File: src/rtl/i2c_target_if.sv
// I2C target bus-side and register-port signal bundle.
// slave: the target's view; master: the controller/register-bank side.
`timescale 1ns/1ps
interface i2c_target_if #(
  parameter int NREG = 16
);
  localparam int AW = $clog2(NREG);

  logic          scl_i;
  logic          sda_i;
  logic          sda_oe;
  logic [AW-1:0] reg_addr;
  logic [7:0]    reg_wdata;
  logic          reg_we;
  logic [7:0]    reg_rdata;
  logic          busy;

  modport slave (
    input  scl_i, sda_i, reg_rdata,
    output sda_oe, reg_addr, reg_wdata, reg_we, busy
  );

  modport master (
    output scl_i, sda_i, reg_rdata,
    input  sda_oe, reg_addr, reg_wdata, reg_we, busy
  );
endinterface

File: src/rtl/i2c_target.sv
// I2C target responder: 7-bit address match, pointer byte then data,
// auto-incrementing register pointer, open-drain SDA via sda_oe.
// Optional macro I2C_TARGET_GLITCH_FILTER_EN adds a 3-sample majority
// filter on SCL/SDA after the synchronizers (+2 clk latency).
`timescale 1ns/1ps
module i2c_target #(
  parameter logic [6:0] ADDR = 7'h42,
  parameter int         NREG = 16
) (
  input  logic         clk,
  input  logic         rst,
  i2c_target_if.slave  bus
);
  localparam int AW = $clog2(NREG);

  typedef enum logic [3:0] {
    S_IDLE, S_ADDR, S_ADDR_ACK, S_PTR, S_PTR_ACK,
    S_WRITE, S_WR_ACK, S_READ, S_RACK, S_IGNORE
  } state_t;

  logic r_scl_s1, r_scl_s2, r_sda_s1, r_sda_s2;
  logic r_scl_h, r_sda_h;
  logic w_scl, w_sda;

  // two-flop synchronizers; idle bus level is high
  always_ff @(posedge clk or posedge rst) begin
    if (rst) begin
      r_scl_s1 <= 1'b1;
      r_scl_s2 <= 1'b1;
      r_sda_s1 <= 1'b1;
      r_sda_s2 <= 1'b1;
    end else begin
      r_scl_s1 <= bus.scl_i;
      r_scl_s2 <= r_scl_s1;
      r_sda_s1 <= bus.sda_i;
      r_sda_s2 <= r_sda_s1;
    end
  end

`ifdef I2C_TARGET_GLITCH_FILTER_EN
  logic [1:0] r_scl_m, r_sda_m;
  logic       r_scl_f, r_sda_f;

  function automatic logic maj3(input logic [2:0] v);
    return (v[0] & v[1]) | (v[0] & v[2]) | (v[1] & v[2]);
  endfunction

  // majority vote over current and two previous samples rejects 1-clk pulses
  always_ff @(posedge clk or posedge rst) begin
    if (rst) begin
      r_scl_m <= 2'b11;
      r_sda_m <= 2'b11;
      r_scl_f <= 1'b1;
      r_sda_f <= 1'b1;
    end else begin
      r_scl_m <= {r_scl_m[0], r_scl_s2};
      r_sda_m <= {r_sda_m[0], r_sda_s2};
      r_scl_f <= maj3({r_scl_m, r_scl_s2});
      r_sda_f <= maj3({r_sda_m, r_sda_s2});
    end
  end

  assign w_scl = r_scl_f;
  assign w_sda = r_sda_f;
`else
  assign w_scl = r_scl_s2;
  assign w_sda = r_sda_s2;
`endif

  // one-sample history for edge and START/STOP detection
  always_ff @(posedge clk or posedge rst) begin
    if (rst) begin
      r_scl_h <= 1'b1;
      r_sda_h <= 1'b1;
    end else begin
      r_scl_h <= w_scl;
      r_sda_h <= w_sda;
    end
  end

  logic w_scl_rise, w_scl_fall, w_start, w_stop;
  assign w_scl_rise = w_scl & ~r_scl_h;
  assign w_scl_fall = ~w_scl & r_scl_h;
  assign w_start    = w_scl & r_scl_h & r_sda_h & ~w_sda;
  assign w_stop     = w_scl & r_scl_h & ~r_sda_h & w_sda;

  state_t        r_state, w_state_nxt;
  logic [2:0]    r_cnt, w_cnt_nxt;
  logic [7:0]    r_shift, w_shift_nxt;
  logic          r_ack, w_ack_nxt;      // ACK slot in progress / controller ACK seen
  logic [1:0]    r_pend, w_pend_nxt;    // 1: byte just completed, 2: post-write increment
  logic          r_sda_oe, w_sda_oe_nxt;
  logic [AW-1:0] r_reg_addr, w_reg_addr_nxt;
  logic [7:0]    r_reg_wdata, w_reg_wdata_nxt;
  logic          r_reg_we, w_reg_we_nxt;
  logic          r_busy, w_busy_nxt;

  logic [AW-1:0] w_addr_inc;
  assign w_addr_inc = r_reg_addr + {{(AW-1){1'b0}}, 1'b1};

  // state and control registers
  always_ff @(posedge clk or posedge rst) begin
    if (rst) begin
      r_state     <= S_IDLE;
      r_cnt       <= 3'd0;
      r_ack       <= 1'b0;
      r_pend      <= 2'd0;
      r_sda_oe    <= 1'b0;
      r_reg_addr  <= '0;
      r_reg_wdata <= 8'd0;
      r_reg_we    <= 1'b0;
      r_busy      <= 1'b0;
    end else begin
      r_state     <= w_state_nxt;
      r_cnt       <= w_cnt_nxt;
      r_ack       <= w_ack_nxt;
      r_pend      <= w_pend_nxt;
      r_sda_oe    <= w_sda_oe_nxt;
      r_reg_addr  <= w_reg_addr_nxt;
      r_reg_wdata <= w_reg_wdata_nxt;
      r_reg_we    <= w_reg_we_nxt;
      r_busy      <= w_busy_nxt;
    end
  end

  // shift register is pure data and needs no reset
  always_ff @(posedge clk) begin
    r_shift <= w_shift_nxt;
  end

  // next-state and output logic; bus conditions win over SCL edges
  always_comb begin
    w_state_nxt     = r_state;
    w_cnt_nxt       = r_cnt;
    w_shift_nxt     = r_shift;
    w_ack_nxt       = r_ack;
    w_pend_nxt      = r_pend;
    w_sda_oe_nxt    = r_sda_oe;
    w_reg_addr_nxt  = r_reg_addr;
    w_reg_wdata_nxt = r_reg_wdata;
    w_reg_we_nxt    = 1'b0;
    w_busy_nxt      = r_busy;
    if (w_stop) begin
      w_state_nxt  = S_IDLE;
      w_cnt_nxt    = 3'd0;
      w_ack_nxt    = 1'b0;
      w_pend_nxt   = 2'd0;
      w_sda_oe_nxt = 1'b0;
      w_busy_nxt   = 1'b0;
    end else if (w_start) begin
      w_state_nxt  = S_ADDR;
      w_cnt_nxt    = 3'd7;
      w_ack_nxt    = 1'b0;
      w_pend_nxt   = 2'd0;
      w_sda_oe_nxt = 1'b0;
      w_busy_nxt   = 1'b0;
    end else begin
      case (r_state)
        S_ADDR, S_PTR, S_WRITE: begin
          if (w_scl_rise) begin
            w_shift_nxt = {r_shift[6:0], w_sda};
            if (r_cnt == 3'd0) begin
              w_pend_nxt = 2'd1;
              w_state_nxt = (r_state == S_ADDR) ? S_ADDR_ACK :
                            (r_state == S_PTR)  ? S_PTR_ACK  : S_WR_ACK;
            end else begin
              w_cnt_nxt = r_cnt - 3'd1;
            end
          end
        end
        S_ADDR_ACK: begin
          w_pend_nxt = 2'd0;
          if (w_scl_fall) begin
            if (!r_ack) begin
              if (r_shift[7:1] == ADDR && r_shift[7:1] != 7'd0) begin
                w_sda_oe_nxt = 1'b1;
                w_busy_nxt   = 1'b1;
                w_ack_nxt    = 1'b1;
              end else begin
                w_state_nxt = S_IGNORE;
              end
            end else begin
              w_ack_nxt = 1'b0;
              w_cnt_nxt = 3'd7;
              if (r_shift[0]) begin
                w_shift_nxt  = bus.reg_rdata;
                w_sda_oe_nxt = ~bus.reg_rdata[7];
                w_state_nxt  = S_READ;
              end else begin
                w_sda_oe_nxt = 1'b0;
                w_state_nxt  = S_PTR;
              end
            end
          end
        end
        S_PTR_ACK, S_WR_ACK: begin
          if (r_pend == 2'd1 && r_state == S_PTR_ACK) begin
            w_reg_addr_nxt = r_shift[AW-1:0];
            w_pend_nxt     = 2'd0;
          end else if (r_pend == 2'd1) begin
            w_reg_wdata_nxt = r_shift;
            w_reg_we_nxt    = 1'b1;
            w_pend_nxt      = 2'd2;
          end else if (r_pend == 2'd2) begin
            w_reg_addr_nxt = w_addr_inc;
            w_pend_nxt     = 2'd0;
          end
          if (w_scl_fall) begin
            if (!r_ack) begin
              w_sda_oe_nxt = 1'b1;
              w_ack_nxt    = 1'b1;
            end else begin
              w_sda_oe_nxt = 1'b0;
              w_ack_nxt    = 1'b0;
              w_cnt_nxt    = 3'd7;
              w_state_nxt  = S_WRITE;
            end
          end
        end
        S_READ: begin
          if (w_scl_fall) begin
            if (r_cnt == 3'd0) begin
              w_sda_oe_nxt = 1'b0;
              w_ack_nxt    = 1'b0;
              w_state_nxt  = S_RACK;
            end else begin
              w_cnt_nxt    = r_cnt - 3'd1;
              w_sda_oe_nxt = ~r_shift[6];
              w_shift_nxt  = {r_shift[6:0], 1'b0};
            end
          end
        end
        S_RACK: begin
          if (!r_ack) begin
            if (w_scl_rise) begin
              if (!w_sda) begin
                w_reg_addr_nxt = w_addr_inc;
                w_ack_nxt      = 1'b1;
              end else begin
                w_state_nxt = S_IGNORE;
              end
            end
          end else if (w_scl_fall) begin
            w_ack_nxt    = 1'b0;
            w_shift_nxt  = bus.reg_rdata;
            w_sda_oe_nxt = ~bus.reg_rdata[7];
            w_cnt_nxt    = 3'd7;
            w_state_nxt  = S_READ;
          end
        end
        S_IGNORE: w_sda_oe_nxt = 1'b0;
        default: ;
      endcase
    end
  end

  assign bus.sda_oe    = r_sda_oe;
  assign bus.reg_addr  = r_reg_addr;
  assign bus.reg_wdata = r_reg_wdata;
  assign bus.reg_we    = r_reg_we;
  assign bus.busy      = r_busy;
endmodule

File: src/flat_wrapper.sv
// flat-port wrapper written by rule: the top's interface ports become plain ports
module i2c_target_flat 
#(
  parameter logic [6:0] ADDR = 7'h42,
  parameter int         NREG = 16
)
  (clk, rst, bus_scl_i, bus_sda_i, bus_reg_rdata, bus_sda_oe, bus_reg_addr, bus_reg_wdata, bus_reg_we, bus_busy);
  i2c_target_if #(.NREG(NREG)) bus_i ();
  input  logic clk;
  input  logic rst;
  input wire logic [$bits(bus_i.scl_i)-1:0] bus_scl_i;
  input wire logic [$bits(bus_i.sda_i)-1:0] bus_sda_i;
  input wire logic [$bits(bus_i.reg_rdata)-1:0] bus_reg_rdata;
  output wire logic [$bits(bus_i.sda_oe)-1:0] bus_sda_oe;
  output wire logic [$bits(bus_i.reg_addr)-1:0] bus_reg_addr;
  output wire logic [$bits(bus_i.reg_wdata)-1:0] bus_reg_wdata;
  output wire logic [$bits(bus_i.reg_we)-1:0] bus_reg_we;
  output wire logic [$bits(bus_i.busy)-1:0] bus_busy;
  assign bus_i.scl_i = bus_scl_i;
  assign bus_i.sda_i = bus_sda_i;
  assign bus_i.reg_rdata = bus_reg_rdata;
  assign bus_sda_oe = bus_i.sda_oe;
  assign bus_reg_addr = bus_i.reg_addr;
  assign bus_reg_wdata = bus_i.reg_wdata;
  assign bus_reg_we = bus_i.reg_we;
  assign bus_busy = bus_i.busy;
  i2c_target #(.ADDR(ADDR), .NREG(NREG)) u_core (.clk(clk), .rst(rst), .bus(bus_i));
endmodule
File: config.mk
export PLATFORM = sky130hd
export DESIGN_NAME = i2c_target_flat
export DESIGN_NICKNAME = d
export VERILOG_FILES = /design/src/rtl/i2c_target_if.sv /design/src/rtl/i2c_target.sv /design/src/flat_wrapper.sv
export SDC_FILE = /design/constraint.sdc
export NUM_CORES = 1
export LEC_CHECK = 0
export CAP_MARGIN = 20
export CORE_AREA = 5 5 86 88
export CTS_CLUSTER_SIZE = 16
export DETAILED_ROUTE_END_ITERATION = 12
export DIE_AREA = 0 0 91 93
export HOLD_SLACK_MARGIN = 0.08
export PLACE_DENSITY = 0.62
export SYNTH_ARGS = -nofsm -noshare
export SYNTH_HDL_FRONTEND = slang
export SYNTH_SLANG_ARGS = --single-unit
File: constraint.sdc
create_clock -name clk -period 2.3 [get_ports clk]
set_clock_uncertainty 0.05 [all_clocks]
set_input_delay 0.575 -clock clk [delete_from_list [all_inputs] [get_ports clk]]
set_output_delay 0.575 -clock clk [all_outputs]
set_load 0.005 [all_outputs]
== Word-level counts from Yosys, hierarchy flattened ==
Cells that the tools add are included.

* Input bits: 12
* Register bits after elaboration: 39
* Output and inout port bits: 15
* Logic and storage cells: 193

* Reductions and logical operators: 27
* Equality and inequality tests: 43
* Multiplexer cells: 88
* $add $sub $neg: 2
* Bitwise operators: 16

{| class="wikitable"
|+ Operator list
! cell !! number
|-
| two-way mux 4 bit || 22
|-
| two-way mux 8 bit || 8
|-
| inequality test 4 x 1 -> 1 bit (second input constant) || 11
|-
| two-way mux 1 bit || 33
|-
| case mux 8 bit (4 select lines) || 1
|-
| two-way mux 3 bit || 10
|-
| nonzero test 7 bit || 3
|-
| case mux 4 bit (5 select lines) || 1
|-
| == test 4 x 3 -> 1 bit (second input constant) || 4
|-
| two-way mux 2 bit || 8
|-
| inequality test 2 x 1 -> 1 bit (second input constant) || 8
|-
| inequality test 5 x 1 -> 1 bit (second input constant) || 3
|-
| AND reduction 7 bit || 2
|-
| case mux 3 bit (4 select lines) || 1
|-
| AND reduction 12 bit || 1
|-
| nonzero test 6 bit || 2
|-
| AND reduction 11 bit || 1
|-
| inequality test 5 x 2 -> 1 bit (second input constant) || 2
|-
| AND reduction 10 bit || 1
|-
| AND reduction 5 bit || 2
|-
| inverter 1 bit || 9
|-
| nonzero test 3 bit || 3
|-
| == test 4 x 2 -> 1 bit (second input constant) || 2
|-
| == test 4 bit (second input constant) || 2
|-
| 24 further kinds || 36
|}

== Logic depth before layout (Yosys ltp) ==
* Word-level depth: 8
* Mapped depth: 9
* Depth with buffers taken out: 8

== Worst setup path before layout ==
No wires, ideal clock.

* Path kind: flip-flop to flip-flop
* From: register u_core.r_scl_h
* To: register u_core.r_cnt[0]
* Clock period less this slack: 2.082 ns
* Data arrival time: 1.907 ns
* Cell stages (with the launch flop): 8
* Slack: 0.218 ns
* Cells stage by stage: dfstp_2 -> nor2b_1 -> clkbuf_1 -> nand2_1 -> a22oi_1 -> o22ai_1 -> o22ai_1 -> mux2_2

* Longest elaborated chain between the ends: 5
* Elaborated cells between the ends (all ways): 18

{| class="wikitable"
|+ Ends and longest elaborated chain
! element !! RTL line !! text
|-
| start: declaration || i2c_target.sv:22 || <nowiki>logic r_scl_h, r_sda_h;</nowiki>
|-
| start signal: assignment || i2c_target.sv:76 || <nowiki>r_scl_h <= w_scl;</nowiki>
|-
| AND 1 bit || i2c_target.sv:84, i2c_target.sv:85 ||
|-
| AND 1 bit (on tied branches) (2 in series) || i2c_target.sv:85, i2c_target.sv:84 ||
|-
| inequality test 4 x 1 -> 1 bit (no source line) (tied with other cells) || n/a ||
|-
| AND reduction 7 bit (no source line) / two-way mux 3 bit (equally long branches) || n/a ||
|-
| end signal: assignment || i2c_target.sv:115 || <nowiki>r_cnt <= w_cnt_nxt;</nowiki>
|-
| end: declaration || i2c_target.sv:88 || <nowiki>logic [2:0] r_cnt, w_cnt_nxt;</nowiki>
|}

Several ways; a longest one is shown, not always the timed one.
A chain may end at the register's enable or synchronous reset.

== Final worst setup path ==
* From: register u_core.r_scl_s2
* To: register u_core.r_state[2]

* Longest elaborated chain between the ends: 5
* Elaborated cells between the ends (all ways): 23

{| class="wikitable"
|+ Ends and longest elaborated chain
! element !! RTL line !! text
|-
| start: declaration || i2c_target.sv:21 || <nowiki>logic r_scl_s1, r_scl_s2, r_sda_s1, r_sda_s2;</nowiki>
|-
| start signal: assignment || i2c_target.sv:34 || <nowiki>r_scl_s2 <= r_scl_s1;</nowiki>
|-
| AND 1 bit || i2c_target.sv:84, i2c_target.sv:85 ||
|-
| AND 1 bit (on tied branches) (2 in series) || i2c_target.sv:85, i2c_target.sv:84 ||
|-
| inequality test 5 x 2 -> 1 bit (no source line) (tied with other cells) || n/a ||
|-
| AND reduction 12 bit (no source line) / two-way mux 4 bit (equally long branches) || n/a ||
|-
| end signal: assignment || i2c_target.sv:114 || <nowiki>r_state <= w_state_nxt;</nowiki>
|-
| end: declaration || i2c_target.sv:87 || <nowiki>state_t r_state, w_state_nxt;</nowiki>
|}

Several ways; a longest one is shown, not always the timed one.

==> impl_results.md <==
- Status: complete, no violations
- CTS Sinks: 39
- Ratio of final minimum period to clock period: 93.2%
- Crit. End Element: register
- Synthesis Warnings: 0
- Placed Instance Area: 0.00265 mm2
- Crit path max fanout: 6
- Residual DRC: 0
- R2r worst-path depth: 7
- Final Hold Viols: 0
- Gr ovfl total: 0
- CP arrival: 2.29 ns
- Initial antenna violation count: 0
- Floorplan core area: 0.00657 mm2
- Initial Util: 33.9%
- FMAX: 466 MHz
- Synth area leader: dfrtp_1
- Total routed wirelength: 5440 um
- Synthesized Nets: 244
- Max transition margin: 51.0%
- Dominant cells by area after synthesis: dfrtp_1 (28%), edfxtp_1 (11%), dfstp_2 (7.1%)
- Via/cell ratio: 5.40
- Cells after synthesis: 229
- Die X: 91 um
- DR top layer: met4
- Layout Area Growth over Synthesis: 23.2%
- Worst VDD drop: 0.000557 V
- Total CTS buffers: 5
- Placer Congestion: 0.840
- CTS tree: built
- Non-Filler Instances: 348
- Register bit total from synthesis: 39
- Initial drt markers: 145
- Iteration count of the initial detailed-routing pass: 4
- Routed len/inst: 15.6 um
- Top-area cell type share of the netlist area: 28.1%
- Final nets: 282
- GRT Util Overall: 13.2%
- Mapped Area: 0.00222 mm2
- Final instance area: 0.00274 mm2
- First-pass GRT wire length: 9140 um
- Routed Antenna Nets: 0
- Clk buf depth: 2
- Final min period: 2.14 ns
- Post-DP HPWL: 4040 um
- Met2 routed WL: 2500 um
- Slew @ Worst Pin: 0.730 ns
- Post-CTS Setup Bufs: 0
- I/O Buffers: 26
- Worst min path class: register to register
- Dpl cells: 340
- Synth Flop Type: dfrtp_1
- Die height: 93 um
- Async set-reset flop share out of synthesis: 79.5%
- Post-synth EDFFs: 8
- Leakage: 1.13 nW
- Sequential cell area fraction in the yosys report: 46.0%
- Netlist cell types: 52
- Vias: 1,880
- CTS root buf: clkbuf_8
- Met1 wire length: 2500 um
- FP Rows: 30
- Max-slew violation count: 0
- Max-cap violations: 0
- Core Util, Final: 41.7%
- Count of final setup violators: 0
- Clock latency at the later pin of the worst-skew pair: 0.29 ns
- PD cells: 1270 mW/mm2
- Die area: 0.00846 mm2
- Htree depth: 2
- CP Class: register to register
- Pin count of the biggest net entering global routing: 32
- Worst hold path stage count: 0
- Number of global-route vias before repair: 1,815
- I/O pin cnt: 27
- Layout cells sized above 1: 17.5%
- Startpoint Class: register
- Antenna diodes: 0
- WL met3: 394 um
- Average size of a mapped cell: 9.71 um2
- Clock-pin slew on the worst setup and hold paths: 0.08 ns
- Critical Path RT: 2.45 ns
- # hold bufs at CTS: 0
- Reg2Reg Setup Slack: 0.16 ns
-- area by class of cell --
cell class	count	area, um2
multi-input combinational	169	1110
inverter	9	33.8
tap	80	100
clock buffer	6	72.6
sequential	39	1020
timing repair buffer	43	388
fill	639	3830
clock inverter	2	12.5
-- cells in the mapped netlist, drive strengths merged, types with 3 or more instances --
master   n
ha       3
nand2   17
o21ai   10
nor3b    3
nor3     7
inv      9
o21a     3
buf      6
nor2    23
edfxtp   8
o22ai    6
nand3    4
mux2     9
a211oi   4
clkbuf   6
mux2i    4
nand2b   7
dfrtp   25
a21oi   20
nor2b    7
a22oi    3
a22o     7
dfstp    6
a31oi    4
-- power breakdown --
group | internal, W | switching, W
sequential | 0.000959 | 0.000162
combinational | 0.000932 | 0.000971
clock | 0.000212 | 0.000248
-- flip-flops by register name, indices dropped and copies added, names as in the netlist, 2 cells and up --
signal,flops
u_core.bus.reg_addr,4
u_core.r_cnt,3
u_core.bus.reg_wdata,8
u_core.r_pend,2
u_core.r_state,4
u_core.r_shift,8
-- final timing paths --
| path | to | startpoint |
|---|---|---|
| setup / recovery | u_core.r_state[2] | u_core.r_scl_s2 |
| hold / removal | u_core.r_sda_s2 | u_core.r_sda_s1 |
| setup reg to reg | u_core.r_state[2] | u_core.r_scl_s2 |
| hold reg to reg | u_core.r_sda_s2 | u_core.r_sda_s1 |
| max in group asynchronous | u_core.r_scl_s2 | rst |
| min in group asynchronous | u_core.r_cnt[1] | rst |
-- per-layer routing --
metal	track usage (%)	vias up
met4	4.28	0
met2	20.4	67
met3	3.06	7
met5	0	-
met1	18.2	886
li1	-	920
-- logic make-up (layout without fill, tap and decap cells) --
family	Yosys count	count (layout)	synth area share, %
muxes	13	13	6.36
AOI/OAI and AO/OA	73	73	21.8
xor gates and xnor gates	2	2	0.788
adders and majority gates	3	3	1.69
DFF	39	39	46.0
buffers and inverters	21	60	4.56
and+or+nand+nor	78	78	18.8
-- per-stage QoR --
step / hold slack (ns) / total power (W) / TNS, ns / worst slack, ns
global placement: 0.298 / 0.00299 / 0 / 0.105
CTS: 0.310 / 0.00349 / 0 / 0.0211
finish: 0.308 / 0.00348 / 0 / 0.156
floorplan: 0.295 / 0.00236 / 0 / 0.218
global route: 0.317 / 0.00378 / -0.00121 / -0.00121
detailed placement: 0.298 / 0.00302 / 0 / 0.0458
-- repair_timing --
item / in CTS / in global routing
setup endpoints to repair: 0 / 2
gates resized for setup: 0 / 3
endpoints found under the hold margin: 0 / 0
-- placed cells by master, fill, tap and decap left out, types with 2 or more instances in the layout --
cell,instances
nand2_1,17
ha_1,3
xnor2_1,2
a21oi_1,20
a221oi_1,2
mux2i_1,4
a211oi_1,3
nor2b_1,6
a31oi_1,4
dfstp_2,6
dfrtp_1,25
nor2_1,23
a22oi_1,3
a21o_1,2
a22o_1,7
clkdlybuf4s50_1,26
clkbuf_8,5
edfxtp_1,8
a2bb2oi_1,2
o21a_1,3
buf_4,17
mux2_2,9
o22ai_1,6
inv_1,9
nor3_1,6
a31o_2,2
o21ai_0,9
nand3_1,4
nor3b_1,2
nand2b_1,7
-- critical path, stage by stage (launching register included) --
cell	delay (ns)
dfstp_2	0.57
nor4bb_1	0.37
o22ai_1	0.12
a211oi_1	0.25
buf_4	0.18
o21a_1	0.18
a21oi_1	0.10
a211oi_2	0.23
(Power assumes the default switching activity.)
